`src/rtl/spr16x2_fifo_pkg.sv`:
```
// Shared widths, op encoding and pointer helper for the SPR16X2-backed FIFO controller.
// Pure declarations: no latency and no flow control of its own.
package spr16x2_fifo_pkg;

    localparam int AW    = 4;
    localparam int DW    = 2;
    localparam int CNT_W = 5;

    typedef enum logic [1:0] {
        OP_IDLE,
        OP_WR,
        OP_RD,
        OP_BYP
    } op_e;

    // Pointers wrap at depth-1 rather than at the natural power of two.
    function automatic logic [AW-1:0] ptr_inc(input logic [AW-1:0] p, input int depth);
        return (p == AW'(depth - 1)) ? '0 : p + AW'(1);
    endfunction

endpackage

```
`src/rtl/spr16x2_port_arb.sv`:
```
// Picks the single RAM port operation for this cycle; conflicts alternate via lastg.
// Combinational, zero latency; a losing write simply leaves the push un-ready.
module spr16x2_port_arb
    import spr16x2_fifo_pkg::*;
(
    input  logic need_fetch,
    input  logic wr_req,
    input  logic byp,
    input  logic lastg,
    output op_e  op,
    output logic lastg_nxt
);

    logic conflict;

    assign conflict = need_fetch & wr_req;

    always_comb begin
        op        = OP_IDLE;
        lastg_nxt = lastg;
        if (byp) begin
            op = OP_BYP;
        end else if (conflict) begin
            // lastg = 1 means the write won last time, so the read goes now.
            op        = lastg ? OP_RD : OP_WR;
            lastg_nxt = ~lastg;
        end else if (need_fetch) begin
            op = OP_RD;
        end else if (wr_req) begin
            op = OP_WR;
        end
    end

endmodule

```
`src/rtl/spr16x2_fifo_ctl.sv`:
```
// FIFO over one single-port SPR16X2 RAM with a registered show-ahead head stage.
// Latency 1 edge via bypass, 2 via RAM; IN_READY drops when the RAM is full or loses the port.
module spr16x2_fifo_ctl
    import spr16x2_fifo_pkg::*;
#(
    parameter int DEPTH     = 16,
    parameter int AFULL_LVL = 12
) (
    input  logic             CK,
    input  logic             SRN,
    input  logic             IN_VALID,
    input  logic [DW-1:0]    IN_DATA,
    output logic             IN_READY,
    output logic             OUT_VALID,
    output logic [DW-1:0]    OUT_DATA,
    input  logic             OUT_READY,
    output logic [CNT_W-1:0] COUNT,
    output logic             ALMOST_FULL,
    output logic [AW-1:0]    RAM_AD,
    output logic [DW-1:0]    RAM_DI,
    output logic             RAM_WRE,
    output logic             RAM_WPE,
    input  logic [DW-1:0]    RAM_DO
);

    logic [AW-1:0]    wptr, wptr_nxt;
    logic [AW-1:0]    rptr, rptr_nxt;
    logic [CNT_W-1:0] ram_cnt, ram_cnt_nxt, cnt_nxt;
    logic             oreg_v, oreg_v_nxt;
    logic [DW-1:0]    oreg_d, oreg_d_nxt;
    logic             lastg, lastg_nxt;
    logic             af_q;
    logic             pop, head_free, ram_empty, ram_full;
    logic             need_fetch, byp, wr_req;
    op_e              op;

    assign pop        = oreg_v & OUT_READY;
    assign head_free  = ~oreg_v | pop;
    assign ram_empty  = (ram_cnt == '0);
    assign ram_full   = (ram_cnt >= CNT_W'(DEPTH));
    assign need_fetch = head_free & ~ram_empty;
    assign byp        = IN_VALID & ram_empty & head_free;
    assign wr_req     = IN_VALID & ~ram_full & ~byp;

    spr16x2_port_arb u_arb (
        .need_fetch (need_fetch),
        .wr_req     (wr_req),
        .byp        (byp),
        .lastg      (lastg),
        .op         (op),
        .lastg_nxt  (lastg_nxt)
    );

    always_comb begin
        wptr_nxt    = wptr;
        rptr_nxt    = rptr;
        ram_cnt_nxt = ram_cnt;
        oreg_v_nxt  = oreg_v;
        oreg_d_nxt  = oreg_d;
        unique case (op)
            OP_BYP: begin
                oreg_d_nxt = IN_DATA;
                oreg_v_nxt = 1'b1;
            end
            OP_RD: begin
                oreg_d_nxt  = RAM_DO;
                oreg_v_nxt  = 1'b1;
                rptr_nxt    = ptr_inc(rptr, DEPTH);
                ram_cnt_nxt = ram_cnt - CNT_W'(1);
            end
            OP_WR: begin
                wptr_nxt    = ptr_inc(wptr, DEPTH);
                ram_cnt_nxt = ram_cnt + CNT_W'(1);
                if (pop) oreg_v_nxt = 1'b0;
            end
            default: begin
                if (pop) oreg_v_nxt = 1'b0;
            end
        endcase
    end

    assign cnt_nxt = ram_cnt_nxt + CNT_W'(oreg_v_nxt);

    always_ff @(posedge CK) begin
        if (!SRN) begin
            wptr    <= '0;
            rptr    <= '0;
            ram_cnt <= '0;
            oreg_v  <= 1'b0;
            oreg_d  <= '0;
            lastg   <= 1'b0;
            af_q    <= 1'b0;
        end else begin
            wptr    <= wptr_nxt;
            rptr    <= rptr_nxt;
            ram_cnt <= ram_cnt_nxt;
            oreg_v  <= oreg_v_nxt;
            oreg_d  <= oreg_d_nxt;
            lastg   <= lastg_nxt;
            af_q    <= (cnt_nxt >= CNT_W'(AFULL_LVL));
        end
    end

    assign IN_READY    = SRN & ((op == OP_WR) | (op == OP_BYP));
    assign OUT_VALID   = oreg_v;
    assign OUT_DATA    = oreg_d;
    assign COUNT       = ram_cnt + CNT_W'(oreg_v);
    assign ALMOST_FULL = af_q;
    assign RAM_AD      = (op == OP_WR) ? wptr : rptr;
    assign RAM_DI      = IN_DATA;
    assign RAM_WRE     = SRN & (op == OP_WR);
    assign RAM_WPE     = SRN;

endmodule

```
`config.mk`:
```
export PLATFORM = sky130hd
export DESIGN_NAME = spr16x2_fifo_ctl
export DESIGN_NICKNAME = d
export VERILOG_FILES = /design/src/rtl/spr16x2_fifo_pkg.sv /design/src/rtl/spr16x2_port_arb.sv /design/src/rtl/spr16x2_fifo_ctl.sv
export SDC_FILE = /design/constraint.sdc
export NUM_CORES = 1
export LEC_CHECK = 0
export CAP_MARGIN = 20
export CORE_MARGIN = 4
export CORE_UTILIZATION = 35
export DETAILED_ROUTE_END_ITERATION = 7
export GPL_TIMING_DRIVEN = 1
export PLACE_DENSITY_LB_ADDON = 0.3
export SLEW_MARGIN = 20
export SYNTH_ARGS = -nofsm -noshare
export SYNTH_HDL_FRONTEND = slang
export SYNTH_SLANG_ARGS = --single-unit
```
`constraint.sdc`:
```
create_clock -name CK -period 11.65 [get_ports CK]
set_clock_uncertainty 0.2 [all_clocks]
set_input_delay 2.33 -clock CK [delete_from_list [all_inputs] [get_ports CK]]
set_output_delay 2.33 -clock CK [all_outputs]
set_load 0.05 [all_outputs]
```
# After elaboration in Yosys (flattened, before gate mapping)
# Cells that the tools add are included.
# op_classes
magnitude_cmp,2
eq_ne,5
add_sub_neg,6
bitwise,16
n_reduce_logical,4
muxes,12
# ops
cell,n
$mux 4,3
$add 5x1->5,2
$pmux 5 s2,1
$and 1x1->1,9
$add 4x1->4 const B,2
$eq 4x4->1 const B,2
$mux 2,4
$add 5x1->5 const B,1
$ge 5x4->1 const B,1
$ge 5x5->1 const B,1
$logic_not 5->1,1
$not 1->1,5
$sub 5x1->5 const B,1
$eq 2x2->1 const B,2
$pmux 2 s2,1
$mux 1,3
$eq 2x1->1 const B,1
$or 1x1->1,2
$reduce_and 2->1,1
$reduce_bool 2->1,1
$reduce_or 2->1,1
# word_totals
wordCells,52
input_bits,8
out_inout_bits,18
ff_bits,18

# Longest topological paths before layout
# depth
ltp_word,14
depth_mapped,13
ltp_nobuf,13

# Modules after synthesis
# From an unflattened synthesis, not the netlist that was laid out.
# hier_totals
hier_cells,150
hier_area_um2,1291.2
# by_module_without_submodules
module,n_inst,area_per_inst_um2,seq_area_each_um2,cells_each
spr16x2_fifo_ctl,1,1248.7,360.3,144
spr16x2_port_arb,1,42.5,0.0,6

# Worst setup path after synthesis
# No wires, ideal clock.
# synth_timing
kind,input-to-output
startpoint,input port OUT_READY
endpoint,output port RAM_AD[2]
t_arrival_ns,4.159
n_path_buf,1
required_ns,9.120
path_slack_ns,4.961
path_stages,6
path_cell_list,nand2b_1 > o221a_2 > inv_1 > ha_1 > buf_2 > o21ai_0
# synth_between
elab_chain_cells,11
elab_cells_between_ends,13
classes_between,1 x eq/ne; 5 x mux; 7 x bitwise
# synth_lines
item,line,source
start: declaration,spr16x2_fifo_ctl.sv:16,"input logic OUT_READY,"
$and 1x1->1 (*),spr16x2_fifo_ctl.sv:37,assign pop = oreg_v & OUT_READY;
$or 1x1->1 (*),spr16x2_fifo_ctl.sv:38,assign head_free = ~oreg_v | pop;
$and 1x1->1,spr16x2_fifo_ctl.sv:42,assign byp = IN_VALID & ram_empty & head_free;
$not 1->1 (no source line),n/a,
$and 1x1->1,spr16x2_fifo_ctl.sv:43,assign wr_req = IN_VALID & ~ram_full & ~byp;
$mux 1,spr16x2_port_arb.sv:29,end else if (wr_req) begin
$mux 2,spr16x2_port_arb.sv:27,end else if (need_fetch) begin
$mux 2,spr16x2_port_arb.sv:23,end else if (conflict) begin
$mux 2 (*),spr16x2_port_arb.sv:21,if (byp) begin
$eq 2x1->1 (*),spr16x2_fifo_ctl.sv:109,assign RAM_AD = (op == OP_WR) ? wptr : rptr;
$mux 4 (*),spr16x2_fifo_ctl.sv:109,
end: declaration,spr16x2_fifo_ctl.sv:19,"output logic [AW-1:0] RAM_AD,"
# Mark *: on every way between the ends. The rest lies on a longest branch, timed or not.

# Worst setup path in the final report
# layout_timing
startpoint,input port OUT_READY
endpoint,output port RAM_WRE
# layout_between
elab_chain_cells,11
elab_cells_between_ends,13
classes_between,1 x eq/ne; 4 x mux; 8 x bitwise
# layout_lines
item,line,source
$and 1x1->1 (*),spr16x2_fifo_ctl.sv:37,
$or 1x1->1 (*),spr16x2_fifo_ctl.sv:38,
$and 1x1->1,spr16x2_fifo_ctl.sv:42,
$not 1->1 (no source line),n/a,
$and 1x1->1,spr16x2_fifo_ctl.sv:43,
$mux 1,spr16x2_port_arb.sv:29,
$mux 2,spr16x2_port_arb.sv:27,
$mux 2,spr16x2_port_arb.sv:23,
$mux 2 (*),spr16x2_port_arb.sv:21,
$eq 2x1->1 (*),spr16x2_fifo_ctl.sv:111,assign RAM_WRE = SRN & (op == OP_WR);
$and 1x1->1 (*),spr16x2_fifo_ctl.sv:111,
end: declaration,spr16x2_fifo_ctl.sv:21,"output logic RAM_WRE,"
# Marked as above.

==> impl_results.md <==
* Core area at 3416 sq um
* Cell internal pwr at 0.2254 mW
* Max cap viols at 0
* Final Max Slew Viols at 0
* Kind of cell adding the most delay to the critical path: buffers and inverters
* Sw Pwr at 0.2322 mW
* Hold crit path type: reg2reg
* Mapped Nets at 170
* Worst path required time at 9120 ps
* Ys async rst share at 0%
* Number of post-CTS setup repair buffers at 0
* Top Ports at 26
* Diode count at 0
* GRT Util Overall at 13.68%
* Vias in the first global route at 1144
* Setup TNS at 0 ps
* Post-Route WL at 2828 microns
* Fin cells at 215
* Worst setup EP type: primary output
* WL per Instance at 13.15 microns
* Final HPWL DP at 2200 microns
* RSZ-0062 raised after global routing: false
* Area delta synth->final at 22.89%
* Crit Path Category: in2out
* Yosys reg bits at 18
* Die H at 68.33 microns
* Slew HR at 63.55%
* Worst VDD drop at 0.1561 mV
* Critical Path Fanout Max at 13
* Worst Path Arrival at 5110 ps
* Bufs on Longest Clock Path at 2
* Pwr dens at 292.4 nW/um^2
* CTS buffer count at 3
* CTS tree: yes
* Final period util at 65.56%
* Post-Place Worst Slack at 3968 ps
* Port bufs at 25
* Post-CTS Hold Buffers at 0
* Via count at 1151
* Sink Count at 18
* Synth Warn # at 0
* 1st-iter DRT viols at 51
* Comb pwr share at 71.4%
* GRT overflow at 0
* CP max-delay cell: clkdlybuf4s50_1
* Die X at 68.33 microns
* # rows at 21
* Register area share after synthesis at 28.29%
* Clk slew on worst S/H paths at 100 ps
* Post-Syn Area at 1274 sq um
* Sw frac at 50.75%
* Seq pwr share at 21.8%
* Proportion of power drawn by the clock network at 6.8%
* # setup viols final at 0
* CP Cell Sequence: clkdlybuf4s50_1 -> nand2b_1 -> a311oi_1 -> ha_1 -> inv_1 -> nor2_1 -> clkdlybuf4s50_1
* Htree depth at 1
* CP startpoint kind: primary input
* Antenna-violating nets left at 0
* Final min period at 7638 ps
* Worst-Skew Late Latency at 290 ps
* Status: completed
* Iteration count of the initial detailed-routing pass at 4
* Die ar. at 4668 sq um
* Cts repair resizes at 0
* Nets at 193
* Pleak at 0.6219 nW
* Worst slew pin tran at 533.0 ps
* GP Congestion at 0.8428
* Post-Syn Area per Cell at 8.606 sq um
* Post-synth EDFFs at 0
* Post-Place Cells at 212
* Vias/cell at 5.353
* Initial Util at 37.29%
* Endpoints failing hold at 0
* DRC errors left at 0
* Main synth FF type: dfxtp_1
* Ratio of cells with drive above 1 in the final layout at 7.692%
* CP dominant cell by count: clkdlybuf4s50_1
* First-pass GRT wire length at 4885 microns
* Largest net degree at the start of global routing at 17
* Buf/Inv on CP at 3
* Post-route worst setup slack at 4012 ps
* Post-synth cell types at 42
* Syn Inst Count at 148
* Max Fclk at 130.9 MHz
* Initial antenna violation count at 0
* Clock Tree Root: clkbuf_4
* Crit path largest cell delay at 810 ps
[layout make-up]
type	count	area, sq um
Fill cell	338	1851
Inverter	7	26.28
Multi-Input combinational cell	116	848.3
Tap cell	46	57.56
Sequential cell	18	360.3
Clock buffer	3	22.52
Timing Repair Buffer	25	250.2
[cells by family (layout without fill, tap and decap cells)]
logic type	after synthesis	in the layout	share of synthesized area, %
and+or+nand+nor	54	54	22.50
AOI/OAI and AO/OA	31	31	16.70
DFF	18	18	28.29
adders and majority gates	14	14	14.34
buffers and inverters	14	35	5.108
muxes	10	10	8.251
xor gates and xnor gates	7	7	4.813
[synth_stat cells, types with 2 or more instances]
library cell,number,area (sq um)
a211oi_1,2,15.01
a21oi_1,12,60.06
a311oi_1,3,26.28
and2_1,4,25.02
and3_1,3,18.77
buf_4,3,22.52
clkbuf_1,3,11.26
dfxtp_1,18,360.4
ha_1,13,162.7
inv_1,7,26.28
mux2_2,4,45.04
mux2i_1,6,60.06
nand2_1,8,30.03
nand3_1,5,25.02
nand3b_1,3,22.52
nand4_1,2,12.51
nor2_1,14,52.55
nor3_1,2,10.01
o21ai_0,4,20.02
or2_2,2,12.51
or3_1,4,25.02
xnor2_1,5,43.79
xor2_1,2,17.52
[metal layers]
layer	global-route usage (%)	vias to the layer above	routed length [microns]
li1	-	577	-
met1	15.56	548	1275
met2	24.55	24	1381
met3	4.598	2	153
met4	2.978	0	18
met5	0	-	0
[layout by cell type, fill, tap and decap left out, drive strengths merged, types with 2 or more instances in the layout]
cell and count:
clkdlybuf4s50 25, dfxtp 18, nor2 14, ha 13, a21oi 12, nand2 8, inv 7, mux2i 6
xnor2 5, nand3 5, or3 4, mux2 4, o21ai 4, and2 4, a311oi 3, nand3b 3
and3 3, clkbuf 3, or2 3, a211oi 3, xor2 2, nor3 2, nand4 2
[flip-flops by register name, indices dropped and copies added (netlist names)]
| signal | count |
|---|---|
| OUT_DATA | 2 |
| ram_cnt | 5 |
| lastg | 1 |
| wptr | 4 |
| OUT_VALID | 1 |
| ALMOST_FULL | 1 |
| rptr | 4 |
[worst register-to-register path: stages (launching register included)]
cell and delay, ps:
dfxtp_1 400, or4_1 570, or2_2 300, o221a_2 300
inv_1 60, ha_1 410, inv_1 270, fa_1 490
mux2_2 300, ha_1 260, or2_2 310, o32a_1 150
nand3_1 80, a211oi_1 70
[power groups by stage]
stage,logic [mW],clock network [mW],registers (mW)
floorplan,0.239,0,0.113
global placement,0.316,0,0.101
detailed placement,0.325,0,0.102
CTS,0.328,0.0331,0.100
global route,0.359,0.0357,0.104
finish,0.327,0.0309,0.100
[worst paths after layout]
path                              start                     end  slack (ps)  depth (start not counted)
hold reg to reg      lastg$_SDFFE_PN0P_      lastg$_SDFFE_PN0P_         320                          2
setup / recovery              OUT_READY                 RAM_WRE        4010                          7
setup reg to reg  ram_cnt[0]$_SDFF_PN0_  ALMOST_FULL$_SDFF_PN0_        7340                         13
hold / removal       lastg$_SDFFE_PN0P_      lastg$_SDFFE_PN0P_         320                          2
[per-stage QoR]
step	power [mW]	area (sq um)	hold slack (ps)	utilization (%)
after floorplan	0.3512	1274	268.1	-
after global placement	0.4166	1543	286.2	45.16
after detailed placement	0.4270	1543	306.9	45.16
after CTS	0.4613	1565	322.5	45.82
after global routing	0.4982	1565	353.2	45.82
final	0.4576	1565	320.5	45.82
No activity file was read; power rests on OpenSTA's default activity.
==> patch, RTL diff (same flow settings) <==
Register the output `COUNT`; this adds one clock of latency there. The other outputs are not delayed to match.
--- a/src/rtl/spr16x2_fifo_ctl.sv
+++ b/src/rtl/spr16x2_fifo_ctl.sv
@@ -104,7 +104,9 @@
     assign IN_READY    = SRN & ((op == OP_WR) | (op == OP_BYP));
     assign OUT_VALID   = oreg_v;
     assign OUT_DATA    = oreg_d;
-    assign COUNT       = ram_cnt + CNT_W'(oreg_v);
+    always_ff @(posedge CK) begin
+        COUNT <= ram_cnt + CNT_W'(oreg_v);
+    end
     assign ALMOST_FULL = af_q;
     assign RAM_AD      = (op == OP_WR) ? wptr : rptr;
     assign RAM_DI      = IN_DATA;
Function: changed (a bounded check fails within 4 cycles, from zero or initial values).
==> patch against the original RTL <==
- setup slack worse by 0.055 ns
- synthesized area rose by 7.6%
- wire length grew 0.18%
- critical endpoint unchanged
- sequential share of layout area increased by 4.3 points
- design area grew 7.7%
- sequential cell count is 5 higher
- combinational power rose by 2%
- hold slack worse by 0.0033 ns
- total power rose by 12%
==> patch: results (changes against the original RTL) <==
* Status: finished, final reports clean
* Final net count at 197 (+2.1%)
* CTS clk-pin slew, worst paths at 0.08 ns (-0.02 ns)
* Prevailing post-synth register cell: dfxtp_1
* Critical path's top delay family: buffers and inverters
* Global placer's final weighted congestion at 0.832 (-1.3%)
* Initial antenna violation count at 0 (unchanged)
* Compound-Gate Fraction of Synth Area at 15.4% (-1.3 points)
* Number of buffers added for setup after CTS at 0 (unchanged)
* Placed cell area at 1640 um^2 (+6.3%)
* Hold Startpoint: rptr[3]$_SDFFE_PN0P_
* H-tree Lvls at 1 (unchanged)
* Hold Worst Slack at 0.317 ns (-0.00332 ns)
* First-pass GRT wire length at 4800 um (-1.7%)
* Final std cells w/o fill at 222 (+3.3%)
* Worst min path class: flop to flop
* Share of layout cells above drive strength 1 at 6.90% (-0.80 points)
* Slowest-stage cell, CP: clkdlybuf4s50_1
* Proportion of synthesized area in mux cells at 8.40% (+0.15 points)
* Top post-synthesis cells by area: dfxtp_1 34%, ha_1 12%, mux2i_1 5.1%
* Cell count after synthesis at 152 (+2.7%)
* N_diodes at 0 (unchanged)
* CTS Buffer Depth at 2 (unchanged)
* Drt first-iter violations at 55 (+7.8%)
* Syn_nets at 174 (+2.4%)
* Synth Area in Adders at 13.3% (-1.0 points)
* Vias at 1,153 (+0.17%)
* Drt pass-1 iters at 4 (unchanged)
* Reg2reg path depth at 10 (-3)
* TritonCTS Buffers at 3 (unchanged)
* Worst endpoint data arrival time at 5.16 ns (+0.05 ns)
* Reg-to-reg setup timing slack at 7.30 ns (-0.04 ns)
* Hold EP: rptr[3]$_SDFFE_PN0P_
* All-layer global routing usage at 11.6% (-2.1 points)
* Most instantiated cells after synthesis: 23 x dfxtp_1, 16 x nor2_1, 13 x a21oi_1, 13 x ha_1, 9 x nand2_1
* CP startpoint: OUT_READY
* Lkg Pwr at 0.683 nW (+9.8%)
* XOR/XNOR Fraction of Synth Area at 4.47% (-0.34 points)
* Rel. slew slack at 54.6% (-8.9 points)
* Port bufs at 25 (unchanged)
* Vias in the first global route at 1,059 (-7.4%)
* Clk_lat worst skew at 0.27 ns (-0.02 ns)
* Min-Delay Path Depth at 2 (unchanged)
* Routed length per instance at 12.8 um (-3.0%)
* Dpl hpwl at 2200 um (about the same)
* Post-CTS sizing at 0 (unchanged)
* Largest net degree at the start of global routing at 18 (+1)
* Reg2reg end: ALMOST_FULL$_SDFF_PN0_
* Max IR drop VDD at 76.8 uV (-51%)
* Largest registers: COUNT: 5 flops, ram_cnt: 5 flops
* Reg-to-Reg Start: ram_cnt[1]$_SDFF_PN0_
* Fill cell count at 369 (+9.2%)
* Share of the yosys chip area belonging to registers at 33.6% (+5.3 points)
* CTS root buffer: clkbuf_8
* Place WS at 3.95 ns (-0.0175 ns)
* Synth async-reset ratio at 0% (unchanged)
* Yosys warnings at 0 (unchanged)
* Crit-path max cell delay at 0.83 ns (+0.02 ns)
* Worst Path Max Fanout at 13 (unchanged)
* Distinct cells, synth at 40 (-4.8%)
-- patch: cell count changes in the layout (fill, tap and decap cells not counted), sizes merged, moves of 2 or more --
cell | unedited run | this run
a211oi | 3 | 1
nand3b | 3 | 1
dfxtp | 18 | 23
or2 | 3 | 1
nor2 | 14 | 16
nand4 | 2 | 0
-- patch: per-layer routing --
metal  vias to the layer above  global-route usage (%)  share of wire (%)
met3                         5                    2.27                3.5
met4                         0                    4.18                1.1
met1                       555                    13.9                 44
li1                        579                       -                  -
met2                        14                    20.7                 52
met5                         -                       0                  0
-- patch: power by group --
part | switching (mW) | leakage (nW) | internal, mW
combinational | 0.198 | 0.471 | 0.137
clock | 0.0259 | 0.0228 | 0.0244
sequential | 0.0227 | 0.189 | 0.103
total | 0.246 | 0.683 | 0.265
-- patch: worst register-to-register path, cell delays in order, from the launching register on --
cell and delay (ns):
dfxtp_1 0.38, or4_1 0.59, a311oi_1 0.51, ha_1 0.51
inv_1 0.27, ha_1 0.45, a21oi_1 0.11, a2111oi_1 0.68
a211oi_4 0.12, a31o_1 0.25, a221oi_1 0.19
-- patch: worst max path at each step --
| stage | endpoint | slack [ns] |
|---|---|---|
| after floorplan | RAM_AD[2] | 4.97 |
| after global placement | RAM_WRE | 3.99 |
| after detailed placement | RAM_WRE | 3.95 |
| after CTS | RAM_WRE | 3.93 |
| after global routing | RAM_WRE | 3.70 |
| final | RAM_WRE | 3.96 |
-- patch: layout make-up --
class / count / area, um^2 / area share (%)
multi-input combinational: 114 / 840 / 49.8
tap: 48 / 60.1 / 3.56
sequential: 23 / 460 / 27.3
inverter: 8 / 30.0 / 1.78
clock buffer: 4 / 45.0 / 2.67
timing repair buffer: 25 / 250 / 14.8
